### config.mk
export PLATFORM = sky130hd
export DESIGN_NAME = pi_nib_link
export DESIGN_NICKNAME = d
export VERILOG_FILES = /design/src/rtl/pi_nib_pkg.sv /design/src/rtl/pi_sync.sv /design/src/rtl/pi_nib_link.sv
export SDC_FILE = /design/constraint.sdc
export NUM_CORES = 1
export LEC_CHECK = 0
export ABC_AREA = 0
export BUFFER_PORTS_ARGS = -buffer_cell sky130_fd_sc_hd__buf_4
export CAP_MARGIN = 5
export CORE_UTILIZATION = 55
export CTS_CLUSTER_DIAMETER = 200
export CTS_CLUSTER_SIZE = 20
export DETAILED_ROUTE_END_ITERATION = 16
export PLACE_DENSITY_LB_ADDON = 0.05
export RECOVER_POWER = 25
export REMOVE_ABC_BUFFERS = 1
export SYNTH_ARGS = -nofsm -noshare
export SYNTH_HDL_FRONTEND = slang
export SYNTH_SLANG_ARGS = --single-unit
### constraint.sdc
create_clock -name clk -period 5.4 [get_ports clk]
set_clock_uncertainty 0.1 [all_clocks]
set_input_delay 0 -clock clk [delete_from_list [all_inputs] [get_ports clk]]
set_output_delay 0 -clock clk [all_outputs]
set_load 0.05 [all_outputs]
### src/rtl/pi_nib_pkg.sv
// rtl/pi_nib_pkg.sv - shared types and helpers for the Pi nibble-bus link
package pi_nib_pkg;

  typedef enum logic [2:0] {
    ST_IDLE,
    ST_CMD,
    ST_WR,
    ST_RD_TA,
    ST_RD,
    ST_DONE
  } state_t;

  localparam int WR_BIT  = 3;
  localparam int IDX_MSB = 2;

  function automatic int nibs(input int data_w);
    return data_w / 4;
  endfunction

  // Counter must reach NIBS so the read path can see its closing edge.
  function automatic int cnt_w(input int data_w);
    return $clog2(data_w / 4 + 1);
  endfunction

endpackage

### src/rtl/pi_sync.sv
// rtl/pi_sync.sv - multi-flop synchroniser, cleared to zero on reset
module pi_sync #(
  parameter int WIDTH  = 1,
  parameter int STAGES = 2
) (
  input  logic             clk,
  input  logic             rst,
  input  logic [WIDTH-1:0] d,
  output logic [WIDTH-1:0] q
);

  logic [WIDTH-1:0] stg [STAGES];

  always_ff @(posedge clk or posedge rst) begin
    if (rst) begin
      for (int i = 0; i < STAGES; i++) stg[i] <= '0;
    end else begin
      stg[0] <= d;
      for (int i = 1; i < STAGES; i++) stg[i] <= stg[i-1];
    end
  end

  assign q = stg[STAGES-1];

endmodule

### src/rtl/pi_nib_link.sv
// rtl/pi_nib_link.sv - Pi nibble-bus register link with indexed rx/tx registers
module pi_nib_link
  import pi_nib_pkg::*;
#(
  parameter int DATA_W      = 8,
  parameter int N_REG       = 4,
  parameter int SYNC_STAGES = 2
) (
  input  logic                    clk,
  input  logic                    reset,
  input  logic                    r_clk,
  input  logic                    r_nibrst,
  input  logic [3:0]              nib_in,
  output logic [3:0]              nib_out,
  output logic                    nib_oe,
  input  logic [N_REG*DATA_W-1:0] tx_data,
  output logic [N_REG*DATA_W-1:0] rx_data,
  output logic                    rx_wr_stb,
  output logic                    tx_rd_stb,
  output logic [2:0]              xfer_idx,
  output logic                    err_stb
);

  localparam int NIBS = nibs(DATA_W);
  localparam int CW   = cnt_w(DATA_W);

  logic        rclk_s;
  logic        rclk_d;
  logic        nibrst_s;
  logic [3:0]  nib_s;
  logic        rise;

  pi_sync #(.WIDTH(1), .STAGES(SYNC_STAGES)) u_sync_clk (
    .clk(clk), .rst(reset), .d(r_clk), .q(rclk_s)
  );
  pi_sync #(.WIDTH(1), .STAGES(SYNC_STAGES)) u_sync_rst (
    .clk(clk), .rst(reset), .d(r_nibrst), .q(nibrst_s)
  );
  pi_sync #(.WIDTH(4), .STAGES(SYNC_STAGES)) u_sync_nib (
    .clk(clk), .rst(reset), .d(nib_in), .q(nib_s)
  );

  always_ff @(posedge clk or posedge reset) begin
    if (reset) rclk_d <= 1'b0;
    else       rclk_d <= rclk_s;
  end

  assign rise = rclk_s & ~rclk_d;

  state_t            state;
  state_t            nxt;
  logic [CW-1:0]     cnt;
  logic [DATA_W-1:0] shreg;
  logic [DATA_W-1:0] tx_sel;
  logic [DATA_W-1:0] wr_word;
  logic [DATA_W-1:0] rx_regs [N_REG];
  logic              cmd_wr;
  logic              cmd_ok;
  logic              last_nib;
  logic              rd_end;

  assign cmd_wr   = nib_s[WR_BIT];
  assign cmd_ok   = int'(nib_s[IDX_MSB:0]) < N_REG;
  assign last_nib = (cnt == CW'(NIBS - 1));
  assign rd_end   = (cnt == CW'(NIBS));
  assign wr_word  = {shreg[DATA_W-5:0], nib_s};

  always_comb begin
    tx_sel = '0;
    for (int i = 0; i < N_REG; i++)
      if (nib_s[IDX_MSB:0] == 3'(i)) tx_sel = tx_data[i*DATA_W +: DATA_W];
  end

  always_ff @(posedge clk or posedge reset) begin
    if (reset) state <= ST_IDLE;
    else       state <= nxt;
  end

  // Synced nibrst wins over any coincident edge.
  always_comb begin
    nxt = state;
    if (nibrst_s) begin
      nxt = ST_CMD;
    end else if (rise) begin
      case (state)
        ST_CMD:   nxt = !cmd_ok ? ST_DONE : (cmd_wr ? ST_WR : ST_RD_TA);
        ST_WR:    nxt = last_nib ? ST_DONE : ST_WR;
        ST_RD_TA: nxt = ST_RD;
        ST_RD:    nxt = rd_end ? ST_DONE : ST_RD;
        default:  nxt = state;
      endcase
    end
  end

  logic act;
  logic do_cmd;
  logic do_err;
  logic do_snap;
  logic do_shift;
  logic do_commit;
  logic do_present;
  logic do_rd_end;

  always_comb begin
    act        = rise && !nibrst_s;
    do_cmd     = act && state == ST_CMD;
    do_err     = do_cmd && !cmd_ok;
    do_snap    = do_cmd && cmd_ok && !cmd_wr;
    do_shift   = act && state == ST_WR;
    do_commit  = do_shift && last_nib;
    do_present = act && (state == ST_RD_TA || (state == ST_RD && !rd_end));
    do_rd_end  = act && state == ST_RD && rd_end;
  end

  always_ff @(posedge clk or posedge reset) begin
    if (reset) begin
      cnt       <= '0;
      shreg     <= '0;
      nib_out   <= '0;
      nib_oe    <= 1'b0;
      rx_wr_stb <= 1'b0;
      tx_rd_stb <= 1'b0;
      err_stb   <= 1'b0;
      xfer_idx  <= '0;
      for (int i = 0; i < N_REG; i++) rx_regs[i] <= '0;
    end else begin
      rx_wr_stb <= 1'b0;
      tx_rd_stb <= 1'b0;
      err_stb   <= do_err;
      if (nibrst_s) begin
        cnt     <= '0;
        nib_oe  <= 1'b0;
        nib_out <= '0;
      end
      if (do_cmd) begin
        xfer_idx <= nib_s[IDX_MSB:0];
        cnt      <= '0;
      end
      if (do_snap) shreg <= tx_sel;
      if (do_shift) begin
        shreg <= wr_word;
        cnt   <= cnt + 1'b1;
      end
      if (do_commit) begin
        rx_wr_stb <= 1'b1;
        for (int i = 0; i < N_REG; i++)
          if (xfer_idx == 3'(i)) rx_regs[i] <= wr_word;
      end
      if (do_present) begin
        nib_oe    <= 1'b1;
        nib_out   <= shreg[DATA_W-1 -: 4];
        shreg     <= shreg << 4;
        cnt       <= cnt + 1'b1;
        tx_rd_stb <= (cnt == CW'(NIBS - 1));
      end
      if (do_rd_end) begin
        nib_oe  <= 1'b0;
        nib_out <= '0;
      end
    end
  end

  for (genvar g = 0; g < N_REG; g++) begin : g_rx
    assign rx_data[g*DATA_W +: DATA_W] = rx_regs[g];
  end

endmodule

; ---- Yosys cells after proc, flatten, opt, wreduce, memory -nomap -nowiden
; Cells that the tools add are included.
[totals]
register_bits = 69
latchBits = 0
mem_bits_rw = 0
rom_bits = 0
inputBits = 40
output_inout_bits = 43
n_memories = 0
[op_classes]
add_sub_neg = 1
n_mul = 0
div_mod_pow = 0
order_cmp = 1
n_eq_ne = 12
shifts = 0
n_mux = 26
bitwise = 2
reduce_logical = 28
[op_table]
columns = cell, count
row1 = 8-bit two-way mux, 7
row2 = "3-bit by 2-bit equality test with 1-bit output, second input constant", 6
row3 = 3-bit two-way mux, 4
row4 = 4-bit two-way mux, 3
row5 = 3-bit one-hot mux with 4 select lines, 1
row6 = 1-bit logical AND, 11
row7 = 2-bit AND reduction, 5
row8 = "3-bit by 1-bit equality test with 1-bit output, second input constant", 3
row9 = 2-bit two-way mux, 4
row10 = 1-bit two-way mux, 7
row11 = 3-bit logical NOT, 2
row12 = 3-bit nonzero test, 2
row13 = 5-bit nonzero test, 1
row14 = 1-bit logical NOT, 4
row15 = 4-bit nonzero test, 1
row16 = "3-bit equality test, second input constant", 1
row17 = "3-bit less-than comparator, second input constant", 1
row18 = "2-bit by 1-bit adder with 2-bit output, second input constant", 1
row19 = "2-bit by 1-bit equality test with 1-bit output, second input constant", 1
row20 = "2-bit equality test, second input constant", 1
row21 = 2-bit nonzero test, 1
row22 = 1-bit AND, 1
row23 = 1-bit logical OR, 1
row24 = 1-bit inverter, 1

; ---- Logic depth before layout (Yosys ltp)
[logic_depth]
depth_word = 9
mapped_depth = 7
depth_no_buf = 6

; ---- Hierarchy
; From an unflattened synthesis, not the netlist that was laid out.
[unflattened]
cells_unflattened = 211
hier_area_um2 = 3030.4
[by_module_without_submodules]
columns = mod, instances, cells_each, area_per_inst_um2, seq_area_each_um2
row1 = pi_nib_link, 1, 192, 2688.8, 1426.4
row2 = pi_sync (u_sync_nib), 1, 13, 234.0, 200.2
row3 = pi_sync (u_sync_clk ...), 2, 3, 53.8, 50.0

; ---- Worst setup path after synthesis
; No wires, ideal clock.
[synth_path]
path_kind = reg-to-reg
from = register u_sync_rst.stg (netlist bit u_sync_rst.q)
to = register rx_regs (netlist bit rx_data[24])
setup_ns = 0.125
arrival_ns = 1.922
required_time_ns = 5.175
setup_slack_ns = 3.253
stages_incl_launch_ff = 7
n_path_buf = 2
synth_period_minus_slack_ns = 2.147
cell_sequence = dfrtp_1 > or3b_1 > buf_2 > nor4_4 > and3_1 > buf_4 > mux2_2
[synth_via]
elab_chain_cells = 5
[synth_lines]
columns = item, line
row1 = from (decl), pi_sync.sv:12  ; logic [WIDTH-1:0] stg [STAGES];
row2 = 1-bit logical NOT, pi_nib_link.sv:105  ; act = rise && !nibrst_s;
row3 = 1-bit logical AND, pi_nib_link.sv:105
row4 = 1-bit logical AND, pi_nib_link.sv:109  ; do_shift = act && state == ST_WR;
row5 = 1-bit logical AND, pi_nib_link.sv:110  ; do_commit = do_shift && last_nib;
row6 = 2-bit AND reduction (no line), n/a
row7 = "to (signal, indexed assignment)", pi_nib_link.sv:147  ; if (xfer_idx == 3'(i)) rx_regs[i] <= wr_word;
row8 = to (decl), pi_nib_link.sv:56  ; logic [DATA_W-1:0] rx_regs [N_REG];
; No other way between the ends.
; A chain may end at the register's enable or synchronous reset.

; ---- Worst setup path in the final report
[layout_path]
from = register u_sync_rst.stg (netlist bit u_sync_rst.q)
to = register rx_regs (netlist bit rx_data[31])
; Same word-level chain as after synthesis.

==> implementation parameters <==
Parameter                              Value

Outcome
  Status    completed

GRT
  Aggregate global-route resource usage    24.85%
  Total global routing overflow    0
  Maximum number of pins on one net before global-route repair    70
  Global-route wire length before repair    9715 um
  Initial antenna violation count    0
  Vias in the first global route    1951

Clocking
  Clock Latency Late Sink    0.34 ns
  Sink count of the clock tree    69
  CTS resizes    0
  Post-cts hold buffer count    9
  Buffers inserted during post-CTS setup optimization    0
  Clock Path Buffers    2
  Number of buffers added by the clock tree synthesis step    9
  Count of H-tree levels built during CTS    3
  Root Driver    clkbuf_8
  Clock tree from TritonCTS    done
  Clock transition at path regs    0.07 ns

Drt
  Vias post-DR    2020
  DRC violation total after the first TritonRoute iteration    122
  Total DRC errors in the routed layout    0
  Detail-routed net length per standard cell    16.87 um
  DR pass1 iterations    4
  Per-cell via count in the routed design    5.401
  Total wirelength of the detailed-routed design    6310 um
  Number of antenna-violating nets in the routed design    0

Worst setup path
  Peak per-stage delay on the critical path    0.51 ns
  Startpoint-to-endpoint class of the critical path    reg2reg
  Register-to-register setup slack    3.02 ns
  Crit path arrival time    2.50 ns
  Worst path cell trace    or3b_1, nor4_4, and3_1, mux2_2
  Crit-path slowest cell    or3b_1
  Required time worst endpoint    5.52 ns
  CP endpoint kind    register
  Launching element type of the critical path    register
  Largest fanout on the critical path    8

Placement
  Half-perimeter wire length of the detailed placement result    4267 um
  Routability-driven placement congestion ratio    0.8060
  Placed cell area    3571 um2
  Port buffer count    82
  Cells after DPL    349

Synthesis
  Synth Instances    205
  Number of warning messages in the yosys log    0
  Number of unique standard cell types used by synthesis    33
  Synthesized area divided by synthesized cell count    14.13 um2
  Synthesized area    2897 um2
  Register bit total from synthesis    69
  Register area share after synthesis    59.61%

Die
  Area of the core    5075 um2
  Die height    74.57 um
  Std cell rows    26
  Initial Utilization    57.08%
  Top-level I/O count    83
  Area of the die    5561 um2
  Horizontal die dimension    74.57 um

Power
  Combinational power share    10.5%
  Standby leakage power    0.001870 uW
  Power share of the sequential group    47.9%
  Switching power total    304.7 uW
  Power density cells    326.8 nW/um2
  Cell-internal power    933.4 uW
  Switching part of the total power    24.61%
  Max rail drop VDD    0.2395 mV
  Clock network fraction of total power    41.6%

Timing
  Hold Slack    0.05150 ns
  Final hold violation count    0
  Final count of negative-setup-slack endpoints    0
  Tcrit/Tclk final    44.01%
  Fmax    420.8 MHz
  Total Neg Setup Slack    0 ns
  Setup repair after global routing missed its margin    no
  Time the worst path needs with I/O delays and setup    2.376 ns
  Transition time of the tightest slew-check pin    0.8370 ns
  Max-slew headroom at the worst pin    44.20%
  Count of final max-slew check failures    0

Layout
  Leading cell type in the layout, fill and taps excluded    dfrtp_1
  Commonest cells after routing, fill and taps aside    dfrtp_1 (69), buf_4 (46), mux2_2 (37)
  Fraction of final layout cells with drive strength greater than 1    39.47%
  Number of cells in the finished layout apart from fillers    374
  Number of filler cells placed in the layout    381
  Post-route cell area    3789 um2
  Net total in the final layout    341
  Area Overhead vs Synth    30.80%
  Diode count    0

Min path
  HP Class    in2reg

Job
  Total of max-cap violations    0
## final timing paths
check | end | cells past startpoint | start
min in group asynchronous | rx_data[19] | 4 | reset
setup reg to reg | rx_data[31] | 4 | u_sync_rst.q
hold / removal | shreg[6] | 4 | tx_data[6]
setup / recovery | rx_data[31] | 4 | u_sync_rst.q
hold reg to reg | u_sync_rst.q | 0 | u_sync_rst.stg[1]
max in group asynchronous | rx_data[15] | 4 | reset
## power groups by stage
| stage | Sequential (uW) | Combinational [uW] | Clock (uW) |
|---|---|---|---|
| after detailed placement | 603 | 125 | 0 |
| after floorplan | 610 | 57.8 | 0 |
| after global routing | 600 | 141 | 541 |
| after CTS | 593 | 132 | 521 |
| final | 593 | 130 | 515 |
| after global placement | 600 | 123 | 0 |
## kinds of logic after synthesis
group                    count (synthesis)  share of synthesized area, %
AO/OA/AOI/OAI                           33                         8.078
adder cells (fa/ha/maj)                  2                        0.8638
buffers and inverters                   16                         2.290
flip-flops                              69                         59.61
multiplexers                            47                         20.86
AND/OR/NAND/NOR                         38                         8.294
## routing by layer
| layer | vias to the layer above | part of all wire (%) | track usage [%] |
|---|---|---|---|
| met5 | - | 0 | 0 |
| met4 | 0 | 1.8 | 12.37 |
| met3 | 15 | 4.7 | 7.588 |
| met2 | 51 | 50 | 38.24 |
| met1 | 1023 | 44 | 32.12 |
| li1 | 931 | - | - |
## cells in the mapped netlist (all sizes together)
library cell	count	area, um2
a21o	6	45.04
a21oi	6	33.78
a22o	10	87.58
a31oi	2	12.51
and2	3	18.77
and3	1	6.260
and4b	1	10.01
buf	3	17.52
clkbuf	7	26.28
dfrtp	69	1727
ha	2	25.02
inv	6	22.52
mux2	37	416.7
mux2i	3	30.03
mux4	7	157.7
nand2	3	13.77
nand2b	5	31.28
nand3b	4	37.53
nor2	11	41.29
nor3	4	20.02
nor4	2	27.53
o211ai	1	7.510
o21ai	6	30.03
o311ai	2	17.52
or2	1	6.260
or3b	2	17.52
or4b	1	10.01
## registers in the layout, indices dropped and copies added, names as in the netlist
| signal | flops |
|---|---|
| rx_wr_stb | 1 |
| u_sync_nib.stg | 4 |
| shreg | 8 |
| tx_rd_stb | 1 |
| u_sync_rst.stg | 1 |
| err_stb | 1 |
| u_sync_clk.stg | 1 |
| nib_out | 4 |
| state | 3 |
| u_sync_rst.q | 1 |
| rclk_d | 1 |
| u_sync_nib.q | 4 |
| u_sync_clk.q | 1 |
| rx_data | 32 |
| cnt | 2 |
| xfer_idx | 3 |
| nib_oe | 1 |
## layout make-up
type	instances	area (um2)	area share, %
clock buffer	10	137.6	3.633
sequential	69	1727	45.57
multi-input combinational	120	1104	29.13
timing repair buffer	93	600.6	15.85
clock inverter	6	110.1	2.906
tap	70	87.58	2.312
inverter	6	22.52	0.5945
## through the flow
stage	power (uW)	worst slack, ns	utilization (%)
6_report	1238	3.024	74.65
5_1_grt	1282	2.920	74.65
4_1_cts	1247	3.018	77.02
3_5_place_dp	728.4	3.024	70.36
3_3_place_gp	723.2	3.080	70.36
2_1_floorplan	668.2	2.882	-
## critical path: cells and delay by family (launching register included)
| kind | cells | cell delay (ns) |
|---|---|---|
| simple gates | 3 | 1.36 |
| flops | 1 | 0.42 |
| mux | 1 | 0.38 |
(Power assumes the default switching activity.)
